[config.mk]
export PLATFORM = sky130hd
export DESIGN_NAME = muldiv_unit
export DESIGN_NICKNAME = d
export VERILOG_FILES = /design/src/rtl/muldiv_unit.sv
export SDC_FILE = /design/constraint.sdc
export NUM_CORES = 1
export LEC_CHECK = 0
export CELL_PAD_IN_SITES_DETAIL_PLACEMENT = 0
export CELL_PAD_IN_SITES_GLOBAL_PLACEMENT = 1
export CORE_MARGIN = 4
export CORE_UTILIZATION = 45
export CTS_CLUSTER_DIAMETER = 80
export CTS_CLUSTER_SIZE = 24
export DETAILED_ROUTE_END_ITERATION = 10
export GPL_ROUTABILITY_DRIVEN = 0
export PLACE_DENSITY = 0.81
export SLEW_MARGIN = 20
export SYNTH_ARGS = -nofsm -noshare
export SYNTH_HDL_FRONTEND = slang
export SYNTH_SLANG_ARGS = --single-unit
export TNS_END_PERCENT = 5
[constraint.sdc]
create_clock -name CLK -period 3.93 [get_ports CLK]
set_input_delay 0.786 -clock CLK [delete_from_list [all_inputs] [get_ports CLK]]
set_output_delay 0.786 -clock CLK [all_outputs]
set_load 0.01 [all_outputs]
[src/rtl/muldiv_unit.sv]
// ============================================================================
// Module      : muldiv_unit
// Description : Iterative RV32M multiply/divide unit. Shift-add multiply and
//               restoring divide, one step per clock.
//               Optional define MULDIV_FAST_MUL_EN: single-cycle multiply.
// Revision    : 1.0 - initial release
// ============================================================================
`default_nettype none

module muldiv_unit #(
    parameter int XLEN  = 32,
    parameter int ITERS = 32
) (
    input  logic            CLK,
    input  logic            RESET,
    input  logic            START,
    input  logic [2:0]      FUNCT3,
    input  logic [XLEN-1:0] DATA1,
    input  logic [XLEN-1:0] DATA2,
    output logic [XLEN-1:0] RESULT,
    output logic            BUSY,
    output logic            DONE
);

    localparam int                c_CW   = $clog2(ITERS);
    localparam logic [c_CW-1:0]   c_LAST = c_CW'(ITERS - 1);
    localparam logic [XLEN-1:0]   c_MIN  = {1'b1, {(XLEN-1){1'b0}}};

    localparam logic [1:0] c_S_IDLE = 2'd0;
    localparam logic [1:0] c_S_CALC = 2'd1;
    localparam logic [1:0] c_S_FIN  = 2'd2;

    logic [1:0]        r_state;
    logic [1:0]        w_state_nxt;
    logic [c_CW-1:0]   r_cnt;
    logic [2:0]        r_f3;
    logic [2*XLEN-1:0] r_acc;
    logic [XLEN:0]     r_rem;
    logic [XLEN-1:0]   r_op;
    logic              r_negq;
    logic              r_negr;
    logic              r_spec;
    logic [XLEN-1:0]   r_spec_res;
    logic [XLEN-1:0]   r_result;
    logic              r_done;

    // Operand conditioning at acceptance
    logic              w_s1, w_s2, w_neg1, w_neg2;
    logic [XLEN-1:0]   w_mag1, w_mag2;
    logic              w_div0, w_ovf, w_spec, w_fast;
    logic [XLEN-1:0]   w_spec_res;
    logic [2*XLEN-1:0] w_acc_init;

    assign w_s1   = (FUNCT3 == 3'b001) || (FUNCT3 == 3'b010) ||
                    (FUNCT3 == 3'b100) || (FUNCT3 == 3'b110);
    assign w_s2   = (FUNCT3 == 3'b001) || (FUNCT3 == 3'b100) || (FUNCT3 == 3'b110);
    assign w_neg1 = w_s1 && DATA1[XLEN-1];
    assign w_neg2 = w_s2 && DATA2[XLEN-1];
    assign w_mag1 = w_neg1 ? (~DATA1 + 1'b1) : DATA1;
    assign w_mag2 = w_neg2 ? (~DATA2 + 1'b1) : DATA2;

    assign w_div0     = FUNCT3[2] && (DATA2 == '0);
    assign w_ovf      = FUNCT3[2] && !FUNCT3[0] && (DATA1 == c_MIN) && (DATA2 == '1);
    assign w_spec     = w_div0 || w_ovf;
    // Overflowed DIV returns the dividend itself (0x80000000)
    assign w_spec_res = w_div0 ? (FUNCT3[1] ? DATA1 : '1) : (FUNCT3[1] ? '0 : DATA1);

`ifdef MULDIV_FAST_MUL_EN
    logic [2*XLEN-1:0] w_fx1, w_fx2, w_fprod;
    assign w_fx1      = {{XLEN{w_neg1}}, DATA1};
    assign w_fx2      = {{XLEN{w_neg2}}, DATA2};
    assign w_fprod    = w_fx1 * w_fx2;
    assign w_fast     = !FUNCT3[2];
    assign w_acc_init = w_fast ? w_fprod
                               : {{XLEN{1'b0}}, (FUNCT3[2] ? w_mag1 : w_mag2)};
`else
    assign w_fast     = 1'b0;
    assign w_acc_init = {{XLEN{1'b0}}, (FUNCT3[2] ? w_mag1 : w_mag2)};
`endif

    // One iteration step of each algorithm
    logic [XLEN:0]     w_sum;
    logic [2*XLEN-1:0] w_mul_next;
    logic [XLEN+1:0]   w_shift, w_diff;
    logic              w_div_ok;

    assign w_sum      = {1'b0, r_acc[2*XLEN-1:XLEN]} + {1'b0, r_op};
    assign w_mul_next = r_acc[0] ? {w_sum, r_acc[XLEN-1:1]} : {1'b0, r_acc[2*XLEN-1:1]};
    assign w_shift    = {r_rem, r_acc[XLEN-1]};
    assign w_diff     = w_shift - {2'b00, r_op};
    assign w_div_ok   = !w_diff[XLEN+1];

    // Sign fix-up and result selection
    logic [2*XLEN-1:0] w_prod;
    logic [XLEN-1:0]   w_quo, w_remv, w_res;

    assign w_prod = r_negq ? (~r_acc + 1'b1) : r_acc;
    assign w_quo  = r_negq ? (~r_acc[XLEN-1:0] + 1'b1) : r_acc[XLEN-1:0];
    assign w_remv = r_negr ? (~r_rem[XLEN-1:0] + 1'b1) : r_rem[XLEN-1:0];

    always_comb begin
        w_res = '0;
        if (r_spec) begin
            w_res = r_spec_res;
        end else begin
            case (r_f3)
                3'b000:                 w_res = w_prod[XLEN-1:0];
                3'b001, 3'b010, 3'b011: w_res = w_prod[2*XLEN-1:XLEN];
                3'b100, 3'b101:         w_res = w_quo;
                default:                w_res = w_remv;
            endcase
        end
    end

    // FSM: state register
    always_ff @(posedge CLK) begin
        if (RESET) r_state <= c_S_IDLE;
        else       r_state <= w_state_nxt;
    end

    // FSM: next state
    always_comb begin
        w_state_nxt = r_state;
        case (r_state)
            c_S_IDLE: if (START) w_state_nxt = (w_spec || w_fast) ? c_S_FIN : c_S_CALC;
            c_S_CALC: if (r_cnt == c_LAST) w_state_nxt = c_S_FIN;
            c_S_FIN:  if (r_done) w_state_nxt = c_S_IDLE;
            default:  w_state_nxt = c_S_IDLE;
        endcase
    end

    // FSM: outputs
    always_comb begin
        BUSY   = (r_state != c_S_IDLE);
        DONE   = r_done;
        RESULT = r_result;
    end

    // Datapath: FIN spends one cycle loading RESULT, then one with DONE high
    always_ff @(posedge CLK) begin
        if (RESET) begin
            r_cnt      <= '0;
            r_f3       <= '0;
            r_acc      <= '0;
            r_rem      <= '0;
            r_op       <= '0;
            r_negq     <= 1'b0;
            r_negr     <= 1'b0;
            r_spec     <= 1'b0;
            r_spec_res <= '0;
            r_result   <= '0;
            r_done     <= 1'b0;
        end else begin
            case (r_state)
                c_S_IDLE: begin
                    if (START) begin
                        r_f3       <= FUNCT3;
                        r_op       <= FUNCT3[2] ? w_mag2 : w_mag1;
                        r_acc      <= w_acc_init;
                        r_rem      <= '0;
                        r_cnt      <= '0;
                        r_negq     <= w_fast ? 1'b0 : (w_neg1 ^ w_neg2);
                        r_negr     <= w_neg1;
                        r_spec     <= w_spec;
                        r_spec_res <= w_spec_res;
                    end
                end
                c_S_CALC: begin
                    r_cnt <= r_cnt + 1'b1;
                    if (r_f3[2]) begin
                        r_rem             <= w_div_ok ? w_diff[XLEN:0] : w_shift[XLEN:0];
                        r_acc[XLEN-1:0]   <= {r_acc[XLEN-2:0], w_div_ok};
                    end else begin
                        r_acc <= w_mul_next;
                    end
                end
                c_S_FIN: begin
                    if (!r_done) begin
                        r_result <= w_res;
                        r_done   <= 1'b1;
                    end else begin
                        r_done   <= 1'b0;
                    end
                end
                default: r_done <= 1'b0;
            endcase
        end
    end

endmodule

`default_nettype wire

# Yosys cells after proc, flatten, opt, wreduce, memory -nomap -nowiden
# Index checks and enable logic that the tools add are counted.
dict set report word_totals {
  ff_bits 207
  inputBits 70
  wordCells 105
}
dict set report classes {
  addsub 8
  n_eq_ne 19
  muxes 30
  bitwise 7
  reduce_logical 28
}
# cell count
set op_table {}
lappend op_table {{2-to-1 mux 32 bit} 12}
lappend op_table {{2-to-1 mux 64 bit} 3}
lappend op_table {{adder 32 x 1 -> 32 bit (second input constant)} 4}
lappend op_table {{inverter 32 bit} 4}
lappend op_table {{case mux 64 bit (2 select lines)} 1}
lappend op_table {{2-to-1 mux 33 bit} 3}
lappend op_table {{case mux 32 bit (3 select lines)} 1}
lappend op_table {{case mux 33 bit (2 select lines)} 1}
lappend op_table {{adder 64 x 1 -> 64 bit (second input constant)} 1}
lappend op_table {{equality test 32 bit (second input constant)} 2}
lappend op_table {{inverter 64 bit} 1}
lappend op_table {{subtractor 34 x 32 -> 34 bit} 1}
lappend op_table {{adder 32 x 32 -> 33 bit} 1}
lappend op_table {{logical NOT 32 bit} 1}
lappend op_table {{equality test 3 bit (second input constant)} 4}
lappend op_table {{!= test 2 bit (second input constant)} 5}
lappend op_table {{case mux 5 bit (2 select lines)} 1}
lappend op_table {{equality test 3 x 2 -> 1 bit (second input constant)} 3}
lappend op_table {{AND reduction 3 bit} 3}
lappend op_table {{2-to-1 mux 2 bit} 4}
lappend op_table {{equality test 3 x 1 -> 1 bit (second input constant)} 2}
lappend op_table {{logical AND 1 bit} 6}
lappend op_table {{logical OR 1 bit} 6}
lappend op_table {{case mux 2 bit (3 select lines)} 1}
lappend op_table {{16 further kinds} 21}

# Longest topological paths before layout
dict set report depth {
  ltp_word 9
  mapped_depth 14
  depth_no_buf 13
}

# Worst setup path after synthesis
# Ideal clock, no wire load.
dict set report synth_path {
  path_kind {in2reg}
  start {input port DATA2[13]}
  end {register r_spec_res[27]}
  setup_time_ps 65
  arrival_time_ps 3283
  slack_ps 582
  cell_stages 11
  cell_sequence {or4_1 > or3_1 > or4_1 > nor2_1 > and4b_1 > buf_2 > buf_2 > nor2_1 > o21ai_0 > o21ai_0 > nor2_1}
}
dict set report synth_between {
  elab_chain_cells 3
}
# item line_no
set synth_rtl {}
lappend synth_rtl {{start, declared} 19} ;# input logic [XLEN-1:0] DATA2,
lappend synth_rtl {{logical NOT 32 bit} 62} ;# assign w_div0 = FUNCT3[2] && (DATA2 == '0);
lappend synth_rtl {{logical AND 1 bit} 62}
lappend synth_rtl {{2-to-1 mux 32 bit} 66} ;# assign w_spec_res = w_div0 ? (FUNCT3[1] ? DATA1 : '1) : (FUNCT3[1] ? '0 : DATA1);
lappend synth_rtl {{end signal, assigned} 165} ;# r_spec_res <= w_spec_res;
lappend synth_rtl {{end, declared} 43} ;# logic [XLEN-1:0] r_spec_res;
# No other way between the ends.
# A chain may end at the register's enable or synchronous reset.

# Final worst setup path
dict set report layout_path {
  start {register r_acc[4]}
  end {register r_result[19], in the netlist RESULT[19]}
}
dict set report layout_between {
  elab_chain_cells 5
  elab_cells_between_ends 8
  cone_classes {add/sub (2); mux (4); bitwise (2)}
}
# item line_no
set layout_rtl {}
lappend layout_rtl {{start, declared} 37} ;# logic [2*XLEN-1:0] r_acc;
lappend layout_rtl {{start signal, assigned} 159} ;# r_acc <= w_acc_init;
lappend layout_rtl {{start signal, assigned by index} 172} ;# r_acc[XLEN-1:0] <= {r_acc[XLEN-2:0], w_div_ok};
lappend layout_rtl {{start signal, assigned} 174} ;# r_acc <= w_mul_next;
lappend layout_rtl {{inverter 64 bit or inverter 32 bit (tied branches)} {97, 98}}
lappend layout_rtl {{adder 64 x 1 -> 64 bit or adder 32 x 1 -> 32 bit (tied branches)} {97, 98}}
lappend layout_rtl {{2-to-1 mux 64 bit or 2-to-1 mux 32 bit (tied branches)} {97, 98}}
lappend layout_rtl {{case mux 32 bit (3 select lines) (*)} 106} ;# case (r_f3)
lappend layout_rtl {{2-to-1 mux 32 bit (*)} 103} ;# if (r_spec) begin
lappend layout_rtl {{end signal, assigned} 179} ;# r_result <= w_res;
lappend layout_rtl {{end, declared} 44} ;# logic [XLEN-1:0] r_result;
# Every way passes the cells marked *; elsewhere a longest branch is shown, timed or not.

==> results.yml <==
synthesis:
  async_flop_share: 0
  syn-instance-count: 2271
  ys_types: 80
  ys_warn_count: 0
  synth_top_cell_area_share: 0.246
  yosysMostFrequentCell: "o21ai_0"
  netlist_top_cells_area: "dfxtp_1, o21ai_0, a21oi_1"
  syn_avg_cell_area_um2: 7.43
  syn_area_um2: 16900
  yosys.area.top_type: "dfxtp_1"
  ys.flop_type: "dfxtp_1"
  synth_fp_nets: 2414
  yosysSeqAreaShare: 0.246
  synth-edff-count: 0
  synth_common_cells: "o21ai_0, nor2_1, nand2_1"
  ys_seq_elements: 207
worst_setup_path:
  critical_path_class: "reg -> reg"
  crit_path_max_fanout: 10
  max_stage_delay_ns: 0.66
  crit_path_cell_trace: "or4_4, nor4_4, nand4b_1, or4_1, o31ai_2, xor2_1, nor2_1, a2111oi_2, nor3_1"
  r2r_cells: 9
  r2r_slack_ns: 0.21
  worst_ep_required_time_ns: 4.33
  crit_family: "simple AND/OR/NAND/NOR gates"
  slowest_stage: "or4_4"
  end_kind: "flop"
  worst-path-stages: 9
  reg2reg_from: "r_acc[4]$_SDFFE_PP0P_"
  path_buf_inv: 0
  crit_arrival_ns: 4.12
  cp-start-kind: "flop"
  reg2reg_to: "RESULT[19]$_SDFFE_PP0P_"
clock_tree:
  clk_latency_ns: 0.53
  cts_buffers: 16
  cts_setup_buffers: 0
  clk_pin_slew_ns: 0.10
  htree_levels: 1
  cts_resized: 0
  clock_path_buffers: 3
  cts_tree: "built"
  cts_root_buf: "clkbuf_16"
  ctsHoldBuffers: 0
  cts.sinks: 207
timing:
  fmax_ghz: 0.269
  slew_violations: 0
  period_minus_slack_ns: 3.72
  slew_headroom: 0.335
  setup_slack_ns: 0.207
  finalHoldViolCount: 0
  setup_viol: 0
  fin_crit_sh: 0.947
  clock_skew_ns: 0.0264
  tightest_slew_ns: 0.994
  rsz0062_at_grt: "false"
floorplanning:
  top_level_ports: 104
  dieArea_um2: 40600
  die_width_um: 202
  die_h_um: 202
  initial_core_util: 0.459
  num_rows: 70
  core-area_um2: 36800
drt:
  wl_per_cell_um: 23.5
  drt_first_iter_violations: 2115
  drt_pass1_iterations: 6
  routed_wl_um: 66600
  avgViaCountPerCell: 6.36
  drc: 0
  ant_nets: 0
  vias: 17999
grt:
  grt_max_degree: 58
  grt_pass1_vias: 16385
  grt_overflow: 0
  antenna_found_initial: 2
  grt_pass1_wl_um: 100000
  grt_use_total: 0.310
hold_path:
  hold_start: "RESULT[9]$_SDFFE_PP0P_"
  hp-class: "reg -> reg"
  hold_depth: 2
  holdPathEnd: "RESULT[9]$_SDFFE_PP0P_"
run_status:
  status: "finished clean"
run:
  max_cap_viol_count: 0
placed_design:
  dp_hpwl_um: 52000
  io_buffer_count: 103
  place_inst: 2801
  pre_cts_ws_ns: -0.0263
finish:
  stdcell_count: 2829
  nets: 2494
  antenna_cells: 0
  final_layout_size_suffix_gt1_frac: 0.0881
  fillers: 3650
  area_delta_synth_final_pct: 15.1
power:
  power_density_nw_per_um2: 352
  p_leak_uw: 0.00727
  max-vdd-ir-drop_v: 0.000212
## routing by layer
layer  GRT usage  vias up  routed length (um)
met5           0        -                   0
met4       0.125        0                3150
met3      0.0463      127                5900
met2       0.475      837               28800
met1       0.438     8532               28700
li1            -     8503                   -
## placed cells by master, fill, tap and decap left out, types with 30 or more instances in the layout
cell	instances
o31ai_1	46
inv_1	68
buf_4	118
o21ai_0	223
a21oi_1	198
or3_1	30
nand2_1	207
xor2_1	87
nor2_1	210
a211oi_1	61
mux2i_1	65
dfxtp_1	205
nor3_1	47
clkdlybuf4s50_1	101
ha_1	71
a22oi_1	30
xnor2_1	102
## power by group
part	internal [uW]	switching [uW]
registers	2250	260
logic	943	1490
clock network	910	970
total	4110	2720
## logic make-up (layout without fill, tap and decap cells)
group	count (synthesis)	count (layout)	share of synthesized area
DFF	207	207	0.246
xor gates and xnor gates	189	189	0.0981
muxes	91	91	0.0559
adders and majority gates	73	73	0.0550
buffers and inverters	230	320	0.0533
and+or+nand+nor	683	683	0.193
AOI/OAI and AO/OA	798	798	0.299
## stage by stage
| stage | TNS [ns] | total power [uW] | util | area (um^2) | hold WS (ns) |
|---|---|---|---|---|---|
| detailed placement | -0.0263 | 4910 | 0.512 | 18800 | 0.444 |
| CTS | 0 | 6770 | 0.528 | 19400 | 0.457 |
| global placement | 0 | 4880 | 0.512 | 18800 | 0.441 |
| floorplan | 0 | 3970 | - | 16900 | 0.449 |
| finish | 0 | 6830 | 0.528 | 19400 | 0.458 |
| global route | 0 | 7120 | 0.528 | 19400 | 0.475 |
## tightest hold or removal path: stages (launching register included)
cell     delay [ns]
dfxtp_1        0.32
nand2_1        0.05
a21oi_1        0.05
## final cells by class
| class | count | area [um^2] | share of cell area |
|---|---|---|---|
| well taps | 468 | 586 | 0.0302 |
| clock buffers | 17 | 425 | 0.0219 |
| flip-flops and latches | 207 | 4150 | 0.214 |
| multi-input cells | 1834 | 11900 | 0.611 |
| inverters | 68 | 255 | 0.0132 |
| repair buffers | 224 | 1980 | 0.102 |
| clock inverters | 11 | 150 | 0.00774 |
## sequential cells by signal, indices dropped and copies added, names as in the netlist
register    flops
r_f3            3
r_spec          1
r_negr          1
DONE            1
r_acc          64
r_cnt           5
r_negq          1
r_rem          33
r_op           32
r_spec_res     32
r_state         2
RESULT         32
## how the worst max path moves through the flow
| stage | from | to | slack, ns |
|---|---|---|---|
| after detailed placement | DATA1[10] | r_state[0]$_SDFFE_PP0P_ | -0.03 |
| after CTS | r_acc[4]$_SDFFE_PP0P_ | RESULT[19]$_SDFFE_PP0P_ | 0.32 |
| after floorplan | DATA2[13] | r_spec_res[27]$_SDFFE_PP0P_ | 0.58 |
| after global placement | DATA1[10] | r_op[31]$_SDFFE_PP0P_ | 0.03 |
| after global routing | r_op[21]$_SDFFE_PP0P_ | r_rem[14]$_SDFFE_PP0P_ | 0.05 |
| final | r_acc[4]$_SDFFE_PP0P_ | RESULT[19]$_SDFFE_PP0P_ | 0.21 |
(Power assumes the default switching activity.)
